File: config.mk
export PLATFORM = sky130hd
export DESIGN_NAME = booth_mult_arb
export DESIGN_NICKNAME = d
export VERILOG_FILES = /design/src/rtl/booth_mult_arb.sv
export SDC_FILE = /design/constraint.sdc
export NUM_CORES = 1
export LEC_CHECK = 0
export CAP_MARGIN = 40
export CELL_PAD_IN_SITES_DETAIL_PLACEMENT = 1
export CELL_PAD_IN_SITES_GLOBAL_PLACEMENT = 2
export CORE_UTILIZATION = 21
export CTS_CLUSTER_SIZE = 16
export DETAILED_ROUTE_END_ITERATION = 7
export GPL_TIMING_DRIVEN = 0
export PLACE_DENSITY = 0.89
export SLEW_MARGIN = 10
export SYNTH_ARGS = -nofsm -noshare
export SYNTH_HDL_FRONTEND = slang
export SYNTH_SLANG_ARGS = --single-unit
File: constraint.sdc
create_clock -name clk -period 3.7 [get_ports clk]
set_input_delay 0.37 -clock clk [delete_from_list [all_inputs] [get_ports clk]]
set_output_delay 0.37 -clock clk [all_outputs]
set_load 0.005 [all_outputs]
File: src/rtl/booth_mult_arb.sv
// booth_mult_arb: round-robin arbiter sharing one signed multiplier between
// NUM_REQ requesters. One operation is in flight at a time; the product is
// returned tagged with the requester index, or as an error response when the
// multiplier fails to finish within TIMEOUT cycles.
module booth_mult_arb #(
    parameter int NUM_REQ = 4,
    parameter int WIDTH   = 16,
    parameter int TIMEOUT = 64,
    localparam int ID_W   = (NUM_REQ > 1) ? $clog2(NUM_REQ) : 1
) (
    input  logic                     clk,
    input  logic                     rst,
    input  logic [NUM_REQ-1:0]       req_valid,
    input  logic [NUM_REQ*WIDTH-1:0] req_a,
    input  logic [NUM_REQ*WIDTH-1:0] req_b,
    output logic [NUM_REQ-1:0]       req_ready,
    output logic                     rsp_valid,
    input  logic                     rsp_ready,
    output logic [ID_W-1:0]          rsp_id,
    output logic [2*WIDTH-1:0]       rsp_c,
    output logic                     rsp_err,
    output logic [WIDTH-1:0]         mult_a,
    output logic [WIDTH-1:0]         mult_b,
    output logic                     mult_start,
    input  logic                     mult_ready,
    input  logic [2*WIDTH-1:0]       mult_c,
    output logic                     busy
);

    localparam int TMR_W = $clog2(TIMEOUT + 1);

    typedef enum logic [1:0] {
        IDLE,
        ISSUE,
        WAIT,
        RESP
    } state_t;

    state_t               state_q, state_d;
    logic [ID_W-1:0]      rr_ptr_q, rr_ptr_d;
    logic [TMR_W-1:0]     timer_q, timer_d;
    logic [WIDTH-1:0]     mult_a_q, mult_a_d;
    logic [WIDTH-1:0]     mult_b_q, mult_b_d;
    logic [ID_W-1:0]      rsp_id_q, rsp_id_d;
    logic [2*WIDTH-1:0]   rsp_c_q, rsp_c_d;
    logic                 rsp_err_q, rsp_err_d;

    logic                 grant_found;
    logic [ID_W-1:0]      grant_id;
    logic [ID_W-1:0]      cand;

    // Round-robin search: first valid requester at or above rr_ptr, wrapping.
    always_comb begin
        grant_found = 1'b0;
        grant_id    = '0;
        cand        = '0;
        for (int unsigned k = 0; k < NUM_REQ; k++) begin
            cand = ID_W'((32'(rr_ptr_q) + k) % NUM_REQ);
            if (!grant_found && req_valid[cand]) begin
                grant_found = 1'b1;
                grant_id    = cand;
            end
        end
    end

    // Accept strobe: only the winner, only while idle.
    always_comb begin
        req_ready = '0;
        if (state_q == IDLE && grant_found) begin
            req_ready[grant_id] = 1'b1;
        end
    end

    // Next-state and datapath update.
    always_comb begin
        state_d   = state_q;
        rr_ptr_d  = rr_ptr_q;
        timer_d   = timer_q;
        mult_a_d  = mult_a_q;
        mult_b_d  = mult_b_q;
        rsp_id_d  = rsp_id_q;
        rsp_c_d   = rsp_c_q;
        rsp_err_d = rsp_err_q;
        case (state_q)
            IDLE: begin
                if (grant_found) begin
                    mult_a_d = req_a[grant_id*WIDTH +: WIDTH];
                    mult_b_d = req_b[grant_id*WIDTH +: WIDTH];
                    rsp_id_d = grant_id;
                    state_d  = ISSUE;
                end
            end
            ISSUE: begin
                timer_d = '0;
                state_d = WAIT;
            end
            WAIT: begin
                timer_d = timer_q + 1'b1;
                // A completion in the final watchdog cycle still counts as success.
                if (mult_ready) begin
                    rsp_c_d   = mult_c;
                    rsp_err_d = 1'b0;
                    state_d   = RESP;
                end else if (timer_q == TMR_W'(TIMEOUT - 1)) begin
                    rsp_c_d   = '0;
                    rsp_err_d = 1'b1;
                    state_d   = RESP;
                end
            end
            RESP: begin
                if (rsp_ready) begin
                    rr_ptr_d = (rsp_id_q == ID_W'(NUM_REQ - 1)) ? '0 : rsp_id_q + 1'b1;
                    state_d  = IDLE;
                end
            end
            default: state_d = IDLE;
        endcase
    end

    // State and datapath registers with synchronous reset.
    always_ff @(posedge clk) begin
        if (rst) begin
            state_q   <= IDLE;
            rr_ptr_q  <= '0;
            timer_q   <= '0;
            mult_a_q  <= '0;
            mult_b_q  <= '0;
            rsp_id_q  <= '0;
            rsp_c_q   <= '0;
            rsp_err_q <= 1'b0;
        end else begin
            state_q   <= state_d;
            rr_ptr_q  <= rr_ptr_d;
            timer_q   <= timer_d;
            mult_a_q  <= mult_a_d;
            mult_b_q  <= mult_b_d;
            rsp_id_q  <= rsp_id_d;
            rsp_c_q   <= rsp_c_d;
            rsp_err_q <= rsp_err_d;
        end
    end

    assign mult_a     = mult_a_q;
    assign mult_b     = mult_b_q;
    assign mult_start = (state_q == ISSUE);
    assign rsp_valid  = (state_q == RESP);
    assign rsp_id     = rsp_id_q;
    assign rsp_c      = rsp_c_q;
    assign rsp_err    = rsp_err_q;
    assign busy       = (state_q != IDLE);

endmodule

==> reports/metrics.cfg, run 1 <==
[status]
status=complete, no violations

[timing]
final_hold_viol_count=0
worstMarginPinSlew_ns=0.640
clock-skew-final_ns=0.00765
grt_setup_unrepaired=no
drv_slew=0
min_period_ns=2.95
min_period_over_period_pct=79.6
setup_tns_ns=0
fmaxAchievable_mhz=339
setup_violations=0
slew_headroom_pct=57.2

[clock_tree]
postCtsSetupBuffers=0
cts_sinks=78
ctsResizeCount=0
clk_path_buf_depth=2
cts_made_buffers=9
hold_buffers=0
path_clk_slew_ns=0.06
htree_levels=3
clock-root-buffer=clkbuf_16
tritoncts=built
clk-insertion-delay-late_ns=0.34

[route]
drc=0
totalWireLength_um=15400
viasPerCell=4.65
drtPass1Iterations=4
routedWlPerCell_um=17.5
postRouteAntennaNets=0
drt_iter0_drc=72
num_vias=4083

[pwr]
power.density_mw_per_mm2=483
ir_worst_vdd_v=0.000212
cellLeakagePower_nw=2.51
p_total_mw=3.28

[critical_path]
worst_path_most_repeated_cell=clkdlybuf4s50_1
crit_path_start=req_valid[2]
worstPathRequired_ns=3.33
reg2reg_from=state_q[0]$_SDFFE_PP0P_
worstSetupPathType=input pin to output pin
critical_path.top_delay_family=buffers and inverters
crit_path_end_kind=output pin
r2r_slack_ns=1.64
crit_path_cell_trace=clkdlybuf4s50_1 -> mux2i_2 -> o2bb2ai_4 -> nor2_8 -> buf_12 -> nand2_1 -> nor2_1 -> clkdlybuf4s50_1
reg2regPathDepth=8
cp_max_fo=10
critPathMaxStageDelay_ns=0.53
cp-start-kind=input pin
worstPathArrival_ns=2.58
r2r_end=mult_b[13]$_SDFFE_PP0P_
crit_buf_inv=3
crit_slowest_cell=clkdlybuf4s50_1

[global_routing]
grt_overflow_total=0
grt_pass1_vias=4507
grt_max_degree=13
antenna_found_initial=0
track_usage_pct=16.1
grt_pass1_wl_um=23000

[synth]
synth.yosys.seq_area_share_pct=40.8
synth-edff-count=0
ys_seq_elements=78
synthCells=397
ys.flop_type=dfxtp_1
yosysWarnings=0
ys_types=43
async_reset_ff_share_pct=0
syn-num-nets=571
avgSynthCellArea_um2=9.64
synth_area_mm2=0.00383

[final_layout]
final_nets=823
antenna_cells=0
postLayoutCoreUtil_pct=38.8
area_growth_pct=77.8
layout-drive-gt1-share_pct=6.43

[worst_hold_path]
holdPathEnd=mult_a[15]$_SDFFE_PP0P_
worst_hold_path_type=flop to flop
min_from=mult_a[15]$_SDFFE_PP0P_
hold_depth=2

[die]
initial_core_util_pct=21.8
die_h_um=137
fp.dieArea_mm2=0.0188
die_w_um=137
ios=242
placeableCoreArea_mm2=0.0175
num_rows=48

[place]
io_buffer_count=241
hpwlAfterDp_um=12500
place_congestion=0.765

[run]
drv_cap=0

## cells by family after synthesis
group	count (synthesis)	synth area share, %
XOR/XNOR	4	0.916
AO/OA/AOI/OAI	96	20.3
AND/OR/NAND/NOR	115	13.1
flip-flops	78	40.8
adder cells (fa/ha/maj)	6	1.96
buffers and inverters	36	6.57
multiplexers	62	16.3
## synth_stat cells (2+ instances only)
cell | n | area [um2]
dfxtp_1 | 78 | 1560
mux2i_1 | 61 | 611
nor2_1 | 46 | 173
nand2_1 | 45 | 169
a22oi_1 | 32 | 240
o221ai_1 | 28 | 245
buf_2 | 11 | 55.1
clkbuf_1 | 9 | 33.8
o21ai_0 | 8 | 40.0
a21oi_1 | 7 | 35.0
inv_1 | 7 | 26.3
nand3_1 | 7 | 35.0
a21o_1 | 6 | 45.0
buf_12 | 6 | 120
ha_1 | 6 | 75.1
o211ai_2 | 4 | 50.1
nand2b_1 | 3 | 18.8
nand4_1 | 3 | 18.8
xor2_1 | 3 | 26.3
and2_1 | 2 | 12.5
nor2b_1 | 2 | 12.5
or3_1 | 2 | 12.5
## placed cells by master, fill, tap and decap left out, types with 4 or more instances in the layout
master	netlist	final
a22oi_1	32	32
nor2_1	46	46
nand3_1	7	7
ha_1	6	6
clkbuf_16	0	9
o221ai_1	28	28
a21o_1	6	6
o211ai_2	4	4
dfxtp_1	78	78
nand2_1	45	45
mux2i_1	61	61
clkbuf_1	9	12
buf_12	6	6
buf_2	11	11
o21ai_0	8	8
a21oi_1	7	7
inv_1	7	7
clkdlybuf4s50_1	0	241
## final cells by class
class / count / area, um2
fill: 1991 / 10700
timing repair buffer: 241 / 2410
multi-input combinational: 283 / 2010
sequential: 78 / 1560
tap: 225 / 282
clock buffer: 12 / 236
buffer: 28 / 221
clock inverter: 3 / 46.3
inverter: 8 / 30.0
## how the worst max path moves through the flow
| stage | to | slack [ns] | cells past startpoint |
|---|---|---|---|
| after global routing | req_ready[1] | 0.63 | 8 |
| final | req_ready[3] | 0.75 | 8 |
| after floorplan | req_ready[1] | 1.93 | 6 |
| after global placement | req_ready[1] | 0.80 | 8 |
| after detailed placement | req_ready[3] | 0.72 | 8 |
| after CTS | req_ready[3] | 0.72 | 8 |
## stage by stage
stage          worst slack, ns  instance area, um2  std cells  hold WS [ns]
2_1_floorplan             1.93                3830        397         0.450
3_3_place_gp             0.795                6520        863         0.443
3_5_place_dp             0.720                6520        863         0.454
4_1_cts                  0.720                6800        878         0.472
5_1_grt                  0.625                6800        878         0.490
6_report                 0.754                6800        878         0.465
## flip-flops by register name, summed over array words and instances (netlist names)
name / cells
rsp_c: 32
rsp_err: 1
mult_a: 16
rsp_id: 2
rr_ptr_q: 2
state_q: 2
timer_q: 7
mult_b: 16
## metal layers
layer	up-vias	global-route usage, %	share of wire, %
met2	176	29.7	50
met3	17	5.52	11
met4	0	6.17	1.8
met1	1932	16.6	38
li1	1958	-	-
met5	-	0	0
## worst register-to-register path: cells and delay by family, from the launching register on
family | cells | cell delay [ns]
buffers and inverters | 3 | 0.56
adder cells (fa/ha/maj) | 1 | 0.30
AO/OA/AOI/OAI | 1 | 0.06
AND/OR/NAND/NOR | 3 | 0.70
flip-flops | 1 | 0.36
## power breakdown
group | internal (mW) | switching, mW
clock network | 0.521 | 0.350
logic | 0.731 | 0.541
registers | 1.03 | 0.113
total | 2.28 | 1.00
Power figures use the tool's default switching activity.
==> run 2: changes to the inputs <==
CORE_UTILIZATION = 18   (was 21)
PLACE_DENSITY = 0.82   (was 0.89)
clock period = 2.4 ns   (was 3.7 ns; I/O delays follow)
==> run 2 against run 1 <==
  * Non-clock buffer count grew 6
  * First-iteration DRC count increased by 42%
  * Register-to-register slack got worse by 1.3 ns
  * Sequential power up 54%
  * Sequential share of layout area decreased by 0.36 points
  * Setup slack lost 0.58 ns
==> reports/metrics.cfg, run 2 (synthesis gave the netlist of run 1 again) <==
[global_routing]
grt_pass1_wl_um=24800
grt_max_degree=14
grt_pass1_vias=4611
grt_overflow_total=0
antenna_found_initial=0
track_usage_pct=14.8

[final_layout]
final_nets=829
layout-drive-gt1-share_pct=8.35
fillers=2361
seqCellArea_mm2=0.00157
final_cell_mix=235 x clkdlybuf4s50_1, 77 x dfxtp_1, 61 x mux2i_1
layout_commonest_cell=clkdlybuf4s50_1
largest_reg_flops=32
multi_input_area_mm2=0.00205
area_growth_pct=81.1
antenna_cells=0

[critical_path]
crit_buf_inv=3
crit_slowest_cell=clkdlybuf4s50_1
critPathMaxStageDelay_ns=0.51
crit_path_end_kind=output pin
cp_max_fo=5
worst_path_most_repeated_cell=inv_1
worstPathArrival_ns=1.99
crit_path_cell_trace=inv_1 -> ha_4 -> inv_1 -> nor2_4 -> o21ai_0 -> nor2_1 -> clkdlybuf4s50_1
worstSetupPathType=flop to output pin
worstPathRequired_ns=2.16
critical_path.top_delay_family=buffers and inverters
cp-start-kind=flop

[die]
die_h_um=148
fp.dieArea_mm2=0.0218
ios=242
die_w_um=148
num_rows=52
placeableCoreArea_mm2=0.0206
initial_core_util_pct=18.6

[worst_hold_path]
worst_hold_path_type=flop to flop

[timing]
min_period_ns=2.23
clock-skew-final_ns=0.00445
slew_headroom_pct=61.3
worstMarginPinSlew_ns=0.579
setup_violations=0
setup_tns_ns=0
grt_setup_unrepaired=no
final_hold_viol_count=0
drv_slew=0
min_period_over_period_pct=92.8
whs_ns=0.461
fmaxAchievable_mhz=449

[place]
io_buffer_count=241
hpwlAfterDp_um=12900
place_congestion=0.821

[pwr]
p_total_mw=5.05
p_seq_share_pct=34.9
ir_worst_vdd_v=0.000313
swShare_pct=32.0
clkPwrFrac_pct=25.2
cellLeakagePower_nw=2.59
power.density_mw_per_mm2=728
p_int_mw=3.43
p_comb_share_pct=39.8
power.switching_mw=1.61

[route]
routedWlPerCell_um=17.7
drt_iter0_drc=102
totalWireLength_um=16400
drtPass1Iterations=4
num_vias=4145
viasPerCell=4.46
drc=0
postRouteAntennaNets=0

[run]
drv_cap=0

[clock_tree]
clock-root-buffer=clkbuf_16
clk-insertion-delay-late_ns=0.34
path_clk_slew_ns=0.06
cts_sinks=78
clk_path_buf_depth=2
hold_buffers=0
tritoncts=built
htree_levels=3
cts_made_buffers=9

[status]
status=complete, no violations

[run 2: worst paths after layout]
| kind | start | endpoint | slack (ns) | cells after the start |
|---|---|---|---|---|
| hold / removal | rsp_err$_SDFFE_PP0P_ | rsp_err$_SDFFE_PP0P_ | 0.46 | 2 |
| setup / recovery | state_q[0]$_SDFFE_PP0P_ | req_ready[2] | 0.17 | 7 |
| hold reg to reg | rsp_err$_SDFFE_PP0P_ | rsp_err$_SDFFE_PP0P_ | 0.46 | 2 |
| setup reg to reg | timer_q[0]$_SDFFE_PP0P_ | rsp_c[10]$_SDFFE_PP0P_ | 0.37 | 8 |
[run 2: what timing repair did]
action,4_1_cts,5_1_grt
setup endpoints to repair,12,4
pin swaps,2,2
setup buffers,3,3
gates resized for setup,9,5
[run 2: worst reg2reg max path, cell delays in order, from the launching register on]
cell	delay, ns
dfxtp_1	0.35
ha_1	0.26
and4b_1	0.21
a31oi_1	0.25
nand2b_1	0.14
clkbuf_1	0.22
buf_2	0.31
a22oi_1	0.11
nor2_1	0.12
[run 2: metrics by stage]
step / setup slack, ns / std cells / utilization (%) / cell area (um2)
4_1_cts: 0.0365 / 926 / 33.5 / 6880
3_3_place_gp: -0.305 / 908 / 32.0 / 6580
5_1_grt: 0.00946 / 929 / 33.7 / 6930
2_1_floorplan: 0.761 / 397 / - / 3830
3_5_place_dp: -0.386 / 908 / 32.0 / 6580
6_report: 0.174 / 929 / 33.7 / 6930
[run 2: final cells by class]
class / instances / share of cell area (%)
buffer: 28 / 3.20
clock buffer: 9 / 3.25
clock inverter: 6 / 0.560
inverter: 8 / 0.433
multi-input combinational: 283 / 29.6
sequential: 78 / 22.6
tap: 270 / 4.88
timing repair buffer: 247 / 35.5
[run 2: power by group through the flow]
stage                     Clock [mW]  Sequential (mW)  Combinational, mW
final                           1.27             1.76               2.01
after global placement             0             1.77               1.95
after floorplan                    0             1.78              0.804
after CTS                       1.31             1.76               2.02
after detailed placement           0             1.79               1.99
after global routing            1.37             1.80               2.18
[run 2: metal layers]
| layer | routed length (um) | GRT usage (%) | vias to the layer above | share of wire, % |
|---|---|---|---|---|
| met1 | 6630 | 16.1 | 1975 | 40 |
| met3 | 1320 | 4.48 | 18 | 8.1 |
| met4 | 210 | 4.28 | 0 | 1.3 |
| li1 | - | - | 1968 | - |
| met2 | 8250 | 27.4 | 184 | 50 |
| met5 | 0 | 0 | - | 0 |
==> edit (config.mk and constraints of run 2) <==
Change the parameter `TIMEOUT` from 64 to 128.
--- a/src/rtl/booth_mult_arb.sv
+++ b/src/rtl/booth_mult_arb.sv
@@ -7,3 +7,3 @@
     parameter int WIDTH   = 16,
-    parameter int TIMEOUT = 64,
+    parameter int TIMEOUT = 128,
     localparam int ID_W   = (NUM_REQ > 1) ? $clog2(NUM_REQ) : 1
Behaviour: no difference found for any inputs over 4 cycles, from zero or initial values and one cycle with rst high; that may be too few to reach the edited logic, so the function may still have changed.
==> edit against run 2 <==
Synthesized cell count down 2.0%; total power rose by 14%; sequential cell count is 1 higher; design area is 3.0% higher; worst setup slack lost 0.086 ns; area after synthesis up 3.9%; wire length grew 1.6%.
==> edit: results (changes against run 2) <==
| Metric | Value |
|---|---|
| Clock buf/inv share | `0.0431 (+0.00504)` |
| Placed Area | `6730 um^2 (+2.3%)` |
| Library cells used by synthesis | `37 (-14%)` |
| Largest net degree at the start of global routing | `15 (+1)` |
| Global-route wire length before repair | `23,900 um (-3.6%)` |
| CLK BUF | `10 (+1)` |
| Wire length on met1 | `7090 um (+7.0%)` |
| Area occupied by multi-input gates | `2220 um^2 (+8.2%)` |
| Cell count of the worst reg-to-reg path | `7 (-1)` |
| Crit path max fanout | `10 (+5)` |
| Layout cell share with drive strength beyond 1 | `0.112 (+0.0287)` |
| Routability congestion estimate | `0.711 (-13%)` |
| First DRT Iteration DRCs | `77 (-25%)` |
| Status | `completed` |
| Post-Syn Nets | `564 (-1.2%)` |
| Sequential share of the synthesized area | `0.398 (-0.0104)` |
| Multi-input comb cells | `269 (-4.9%)` |
| Hold_ws | `0.462 ns (+0.000779 ns)` |
| Comb group | `2.52 mW (+25%)` |
| Synth top area share | `0.398 (-0.0104)` |
| Sw frac | `0.347 (+0.0275)` |
| Critical path origin | `rr_ptr_q[1]` |
| Grt met3 use | `0.0497 (+0.00494)` |
| Via count | `4,083 (-1.5%)` |
| Clock group | `1.45 mW (+14%)` |
| Worst-margin pin slew | `0.581 ns (+0.00256 ns)` |
| WL/cell | `17.9 um (+1.4%)` |
| Reg area | `1580 um^2 (+1.0%)` |
| Worst r2r dst | `rsp_c[8]` |
## edit: cell count changes after synthesis, moves of 8 or more
| cell | change |
|---|---|
| nand2_1 | -36 |
| o21bai_1 | +31 |
| o221ai_1 | -28 |
| a221oi_2 | +24 |
| clkbuf_1 | +9 |
| a221oi_1 | +8 |
| o21ai_0 | -8 |
## edit: cells by family (layout without fill, tap and decap cells)
| kind of cell | after synthesis | after routing | share of synthesized area |
|---|---|---|---|
| compound gates | 112 | 112 | 0.259 |
| flops | 79 | 79 | 0.398 |
| simple gates | 76 | 76 | 0.0834 |
| mux | 67 | 67 | 0.169 |
| buf+inv | 41 | 303 | 0.0538 |
| fa+ha+maj | 7 | 7 | 0.0220 |
| xor+xnor | 7 | 7 | 0.0154 |
## edit: repair_timing
action,4_1_cts,5_1_grt
setup buffers,4,2
setup endpoints to repair,4,1
resized for setup,18,3
pin swaps,4,0
